File: src/rtl/tictactoe_pkg.sv
// Shared game types: cell/winner/judge-state encodings and the winning-line table.
package tictactoe_pkg;

  localparam int NUM_CELLS = 9;
  localparam int NUM_LINES = 8;

  typedef enum logic [1:0] {
    EMPTY   = 2'b00,
    WRITE_X = 2'b10,
    WRITE_O = 2'b11
  } cellStateType;

  typedef enum logic [1:0] {
    NO_WIN      = 2'b00,
    TIE         = 2'b01,
    PLAYER2_WIN = 2'b10,
    PLAYER1_WIN = 2'b11
  } winnerType;

  typedef enum logic [1:0] {
    IDLE = 2'b00,
    SCAN = 2'b01,
    DONE = 2'b10
  } judgeStateType;

  localparam logic [3:0] LINE_TABLE [NUM_LINES][3] = '{
    '{4'd0, 4'd1, 4'd2},
    '{4'd3, 4'd4, 4'd5},
    '{4'd6, 4'd7, 4'd8},
    '{4'd0, 4'd3, 4'd6},
    '{4'd1, 4'd4, 4'd7},
    '{4'd2, 4'd5, 4'd8},
    '{4'd0, 4'd4, 4'd8},
    '{4'd2, 4'd4, 4'd6}
  };

endpackage

File: src/rtl/board_judge_if.sv
// Controller <-> judge bundle: move request in, board and result flags out.
interface board_judge_if;
  import tictactoe_pkg::*;

  logic [3:0]             addr;
  logic [1:0]             cellState;
  logic [2*NUM_CELLS-1:0] cells;
  logic                   writeAccepted;
  logic                   writeRejected;
  logic                   scanBusy;
  logic                   gameIsDone;
  logic [1:0]             winner;
  logic [2:0]             winLine;

  modport master (
    output addr, cellState,
    input  cells, writeAccepted, writeRejected, scanBusy, gameIsDone, winner, winLine
  );

  modport slave (
    input  addr, cellState,
    output cells, writeAccepted, writeRejected, scanBusy, gameIsDone, winner, winLine
  );

endinterface

File: src/rtl/line_check.sv
// Combinational test of one three-cell line: win when all equal and non-empty.
module line_check
  import tictactoe_pkg::*;
(
  input  cellStateType a_i,
  input  cellStateType b_i,
  input  cellStateType c_i,
  output logic         win_o,
  output cellStateType owner_o
);

  assign win_o   = (a_i != EMPTY) && (a_i == b_i) && (b_i == c_i);
  assign owner_o = win_o ? a_i : EMPTY;

endmodule

File: src/rtl/board_judge.sv
// Board register plus win/tie scanner. Default scans one line per cycle;
// defining BOARD_JUDGE_PARALLEL_EN checks all eight lines in a single cycle.
module board_judge
  import tictactoe_pkg::*;
(
  input  logic          ph1,
  input  logic          reset,
  board_judge_if.slave  bus
);

  logic [NUM_CELLS-1:0][1:0] cells_d, cells_q;
  judgeStateType             state_d, state_q;
  logic                      accepted_d, accepted_q;
  logic                      rejected_d, rejected_q;
  logic                      done_d, done_q;
  winnerType                 winner_d, winner_q;
  logic [2:0]                win_line_d, win_line_q;

  logic                      addr_ok;
  logic [3:0]                addr_idx;
  logic                      accept;
  logic                      board_full;
  logic                      scan_win;
  logic                      scan_last;
  cellStateType              scan_owner;
  logic [2:0]                scan_line;

  always_comb begin
    addr_ok  = (bus.addr <= 4'd8);
    addr_idx = addr_ok ? bus.addr : 4'd0;
    accept   = addr_ok && (state_q == IDLE) && (cells_q[addr_idx] == EMPTY)
               && (bus.cellState != EMPTY);
    board_full = 1'b1;
    for (int i = 0; i < NUM_CELLS; i++) begin
      if (cells_q[i] == EMPTY) board_full = 1'b0;
    end
  end

`ifdef BOARD_JUDGE_PARALLEL_EN
  logic [NUM_LINES-1:0] line_win;
  cellStateType         line_owner [NUM_LINES];

  for (genvar g = 0; g < NUM_LINES; g++) begin : g_line
    line_check u_line_check (
      .a_i     (cellStateType'(cells_q[LINE_TABLE[g][0]])),
      .b_i     (cellStateType'(cells_q[LINE_TABLE[g][1]])),
      .c_i     (cellStateType'(cells_q[LINE_TABLE[g][2]])),
      .win_o   (line_win[g]),
      .owner_o (line_owner[g])
    );
  end

  // Descending walk so the lowest-indexed winning line is the one reported.
  always_comb begin
    scan_win   = 1'b0;
    scan_owner = EMPTY;
    scan_line  = 3'd0;
    scan_last  = 1'b1;
    for (int i = NUM_LINES - 1; i >= 0; i--) begin
      if (line_win[i]) begin
        scan_win   = 1'b1;
        scan_owner = line_owner[i];
        scan_line  = 3'(i);
      end
    end
  end
`else
  logic [2:0] line_idx_d, line_idx_q;

  line_check u_line_check (
    .a_i     (cellStateType'(cells_q[LINE_TABLE[line_idx_q][0]])),
    .b_i     (cellStateType'(cells_q[LINE_TABLE[line_idx_q][1]])),
    .c_i     (cellStateType'(cells_q[LINE_TABLE[line_idx_q][2]])),
    .win_o   (scan_win),
    .owner_o (scan_owner)
  );

  always_comb begin
    scan_line  = line_idx_q;
    scan_last  = (line_idx_q == 3'd7);
    line_idx_d = line_idx_q;
    if (accept)                line_idx_d = 3'd0;
    else if (state_q == SCAN)  line_idx_d = line_idx_q + 3'd1;
  end

  always_ff @(posedge ph1 or posedge reset) begin
    if (reset) line_idx_q <= 3'd0;
    else       line_idx_q <= line_idx_d;
  end
`endif

  always_comb begin
    cells_d    = cells_q;
    state_d    = state_q;
    accepted_d = 1'b0;
    rejected_d = 1'b0;
    done_d     = done_q;
    winner_d   = winner_q;
    win_line_d = win_line_q;

    if (addr_ok) begin
      if (accept) begin
        cells_d[addr_idx] = bus.cellState;
        accepted_d        = 1'b1;
      end else begin
        rejected_d = 1'b1;
      end
    end

    case (state_q)
      IDLE: if (accept) state_d = SCAN;
      SCAN: begin
        if (scan_win) begin
          winner_d   = winnerType'(scan_owner);
          win_line_d = scan_line;
          done_d     = 1'b1;
          state_d    = DONE;
        end else if (scan_last) begin
          if (board_full) begin
            winner_d = TIE;
            done_d   = 1'b1;
            state_d  = DONE;
          end else begin
            state_d = IDLE;
          end
        end
      end
      DONE:    state_d = DONE;
      default: state_d = IDLE;
    endcase
  end

  always_ff @(posedge ph1 or posedge reset) begin
    if (reset) begin
      cells_q    <= '0;
      state_q    <= IDLE;
      accepted_q <= 1'b0;
      rejected_q <= 1'b0;
      done_q     <= 1'b0;
      winner_q   <= NO_WIN;
      win_line_q <= 3'd0;
    end else begin
      cells_q    <= cells_d;
      state_q    <= state_d;
      accepted_q <= accepted_d;
      rejected_q <= rejected_d;
      done_q     <= done_d;
      winner_q   <= winner_d;
      win_line_q <= win_line_d;
    end
  end

  assign bus.cells         = cells_q;
  assign bus.writeAccepted = accepted_q;
  assign bus.writeRejected = rejected_q;
  assign bus.scanBusy      = (state_q == SCAN);
  assign bus.gameIsDone    = done_q;
  assign bus.winner        = winner_q;
  assign bus.winLine       = win_line_q;

endmodule

File: src/flat_wrapper.sv
// flat-port wrapper written by rule: the top's interface ports become plain ports
module board_judge_flat import tictactoe_pkg::*;
  (ph1, reset, bus_addr, bus_cellState, bus_cells, bus_writeAccepted, bus_writeRejected, bus_scanBusy, bus_gameIsDone, bus_winner, bus_winLine);
  board_judge_if bus_i ();
  input  logic ph1;
  input  logic reset;
  input wire logic [$bits(bus_i.addr)-1:0] bus_addr;
  input wire logic [$bits(bus_i.cellState)-1:0] bus_cellState;
  output wire logic [$bits(bus_i.cells)-1:0] bus_cells;
  output wire logic [$bits(bus_i.writeAccepted)-1:0] bus_writeAccepted;
  output wire logic [$bits(bus_i.writeRejected)-1:0] bus_writeRejected;
  output wire logic [$bits(bus_i.scanBusy)-1:0] bus_scanBusy;
  output wire logic [$bits(bus_i.gameIsDone)-1:0] bus_gameIsDone;
  output wire logic [$bits(bus_i.winner)-1:0] bus_winner;
  output wire logic [$bits(bus_i.winLine)-1:0] bus_winLine;
  assign bus_i.addr = bus_addr;
  assign bus_i.cellState = bus_cellState;
  assign bus_cells = bus_i.cells;
  assign bus_writeAccepted = bus_i.writeAccepted;
  assign bus_writeRejected = bus_i.writeRejected;
  assign bus_scanBusy = bus_i.scanBusy;
  assign bus_gameIsDone = bus_i.gameIsDone;
  assign bus_winner = bus_i.winner;
  assign bus_winLine = bus_i.winLine;
  board_judge u_core (.ph1(ph1), .reset(reset), .bus(bus_i));
endmodule
File: config.mk
export PLATFORM = sky130hd
export DESIGN_NAME = board_judge_flat
export DESIGN_NICKNAME = d
export VERILOG_FILES = /design/src/rtl/tictactoe_pkg.sv /design/src/rtl/board_judge_if.sv /design/src/rtl/line_check.sv /design/src/rtl/board_judge.sv /design/src/flat_wrapper.sv
export SDC_FILE = /design/constraint.sdc
export NUM_CORES = 1
export LEC_CHECK = 0
export ABC_CLOCK_PERIOD_IN_PS = 4400
export BUFFER_PORTS_ARGS = -buffer_cell sky130_fd_sc_hd__clkbuf_2
export CAP_MARGIN = 20
export CELL_PAD_IN_SITES_DETAIL_PLACEMENT = 0
export CELL_PAD_IN_SITES_GLOBAL_PLACEMENT = 2
export CORE_UTILIZATION = 30
export DETAILED_ROUTE_END_ITERATION = 16
export PLACE_DENSITY_LB_ADDON = 0.1
export SYNTH_ARGS = -nofsm -noshare
export SYNTH_HDL_FRONTEND = slang
export SYNTH_SLANG_ARGS = --single-unit
export TNS_END_PERCENT = 20
File: constraint.sdc
create_clock -name ph1 -period 4.4 [get_ports ph1]
set_clock_uncertainty 0.05 [all_clocks]
set_input_delay 0.22 -clock ph1 [delete_from_list [all_inputs] [get_ports ph1]]
set_output_delay 0.22 -clock ph1 [all_outputs]
set_load 0.03 [all_outputs]
==> out/summary.txt <==
First-pass GRT wire length: 10900 um
Row count: 30
#FFs+latches synth: 31
Hold buffers post-CTS: 1
Detail Placement HPWL: 4740 um
Clock sink total: 31
Largest net degree at the start of global routing: 32
Worst-margin pin slew: 0.953 ns
Area growth syn-to-layout: 14.8%
Die ar.: 0.00754 sq mm
PwrDens: 834 mW/mm^2
Worst-path clk slew: 0.07 ns
Library cells used by synthesis: 52
Layout Nets: 247
Gpl congestion: 0.841
Register area share after synthesis: 35.9%
CTS max path bufs: 2
CTS tree: built
Leak pwr: 1.21 nW
Fin cells: 329
Final setup fails: 0
Post-synth top area share: 35.9%
Die height: 86.8 um
Share of layout cells above drive strength 1: 30.5%
Fin crit period: 3.48 ns
Initial antenna violation count: 0
Post-synth top area cell: dfrtp_1
Ys flop type: dfrtp_1
Worst setup SP type: flip-flop
Fraction of registers with async set/reset: 100%
Final WL: 6660 um
Worst slack, placed: 0.957 ns
Worst EP required: 4.52 ns
Fmax: 0.287 GHz
Unrepaired setup endpoints after global routing: no
Worst Setup SP: u_core.line_idx_q[1]
Critical path class: flip-flop to flip-flop
Post-synthesis average cell area: 10.8 sq um
Max-cap violations: 0
Fillcell total: 691
Die width: 86.8 um
Worst setup margin: 0.917 ns
TritonCTS buffer count: 5
Synth Instances: 200
Post-synth EDFFs: 0
PortBufs: 34
DR vias/cell: 5.60
DR WL/cell: 20.2 um
Setup TNS: 0 ns
Number of cells after detailed placement: 320
DRC viols: 0
Final hold vios: 0
Pre-Repair DR Iteration Count: 4
Synthesized net count: 215
Synth area leaders: dfrtp_1 (36%), mux2i_1 (11%), a41o_1 (4.6%)
Initial Util: 31.4%
R2r startpoint: u_core.line_idx_q[1]
H-tree levels: 2
Synthesized cell area: 0.00216 sq mm
Core area: 0.00687 sq mm
Total number of vias: 1843
Vias in the first global route: 1917
Worst hold-check path type: primary input to flip-flop
Post-CTS Setup Inserts: 0
Crit path DAT: 3.60 ns
Post_cts resized: 0
Worst IR drop on VDD: 0.257 mV
Synth Warn #: 0
CP Capture Type: flip-flop
GR Overflow Total: 0
Worst-Skew Late Latency: 0.28 ns
Slew margin rel.: 36.3%
Total global-route track usage: 19.3%
Status: finished clean
Top Ports: 35
Worst-path maximum fanout: 10
Starting DRT DRC Count: 202
Hold Path Origin: bus_addr[3]
ANT cells: 0
Root Buffer: clkbuf_8
ANT nets after route: 0
Slew Limit Fails: 0
Final period util: 79.2%
-- layer usage --
| metal | share of wire (%) | global-route usage [%] | up-vias |
|---|---|---|---|
| met5 | 0 | 0 | - |
| met4 | 1.2 | 6.36 | 0 |
| met3 | 5.6 | 3.05 | 7 |
| met2 | 47 | 29.6 | 71 |
| met1 | 47 | 27.7 | 928 |
| li1 | - | - | 837 |
-- final cells by class --
type	count	area, sq um	share of cell area, %
clock buffers	8	100	4.04
inverters	6	27.5	1.11
multi-input cells	152	1270	51.1
flip-flops and latches	31	776	31.3
well taps	96	120	4.85
repair buffers	36	188	7.58
-- stage by stage --
| stage | power [W] | hold WS [ns] | utilization [%] | area, sq um |
|---|---|---|---|---|
| floorplan | 0.00152 | 0.257 | - | 2160 |
| global placement | 0.00180 | 0.247 | 34.5 | 2370 |
| detailed placement | 0.00181 | 0.261 | 34.5 | 2370 |
| CTS | 0.00206 | 0.147 | 36.1 | 2480 |
| global route | 0.00221 | 0.167 | 36.1 | 2480 |
| finish | 0.00207 | 0.160 | 36.1 | 2480 |
-- cell usage in the layout, fill, tap and decap left out, types with 2 or more instances in the layout --
cell	instances
a31o_2	9
ha_1	7
or3_1	2
dfrtp_1	31
o22a_1	2
o21ai_0	12
nor3b_1	2
clkbuf_2	34
nor2b_1	7
nor3_1	3
nor2_1	8
nand3b_1	2
nand4_1	3
a22oi_1	2
clkbuf_8	7
mux4_2	3
a41o_1	10
o22ai_1	5
mux2i_1	24
inv_1	5
nand2b_1	2
nand2_1	13
a22o_2	2
a21oi_1	6
mux2_4	4
-- final timing paths --
| path | end | slack [ns] | depth (start not counted) |
|---|---|---|---|
| max | u_core.bus.winLine[0] | 0.92 | 9 |
| min | u_core.bus.writeRejected | 0.16 | 2 |
| max reg2reg | u_core.bus.winLine[0] | 0.92 | 9 |
| min reg2reg | u_core.bus.gameIsDone | 0.43 | 1 |
| max in group asynchronous | u_core.bus.cells[6] | 3.50 | 4 |
| min in group asynchronous | u_core.bus.winner[1] | 0.50 | 4 |
-- registers in the layout (all words and copies together), names as in the netlist --
signal,flops
u_core.state_q,2
u_core.bus.winLine,3
u_core.bus.gameIsDone,1
u_core.bus.cells,18
u_core.bus.writeAccepted,1
u_core.line_idx_q,3
u_core.bus.winner,2
u_core.bus.writeRejected,1
-- synth_stat cells (2+ instances only) --
library cell and count:
a21oi_1 6, a22o_2 2, a22oi_1 2, a31o_2 9, a41o_1 10, buf_2 2
buf_6 6, clkbuf_1 2, dfrtp_1 31, ha_1 7, inv_1 5, mux2_4 4
mux2i_1 24, mux4_2 3, nand2_1 13, nand2b_1 2, nand3b_1 2, nand4_1 3
nor2_1 8, nor2b_1 7, nor3_1 3, nor3b_1 2, o21ai_0 12, o22a_1 2
o22ai_1 5, or3_1 2
-- kinds of logic after synthesis --
group,synth area share [%]
compound gates,22.7
fa+ha+maj,4.06
buf+inv,5.39
flops,35.9
mux,18.8
simple gates,13.1
-- worst max-delay path, stage by stage (launching register included) --
cell and delay, ns:
dfrtp_1 0.61, inv_1 0.18, ha_1 0.39, mux2i_1 0.46
mux4_2 0.38, a22o_1 0.23, nor4_2 0.27, o211ai_2 0.15
a21oi_4 0.30, mux2_4 0.33
-- report_power, final --
group          internal, W  leakage (nW)  total (W)  switching [W]
logic             0.000508         0.757    0.00121       0.000701
registers         0.000384         0.402   0.000607       0.000223
clock network     0.000143        0.0515   0.000250       0.000107
Power figures use the tool's default switching activity.
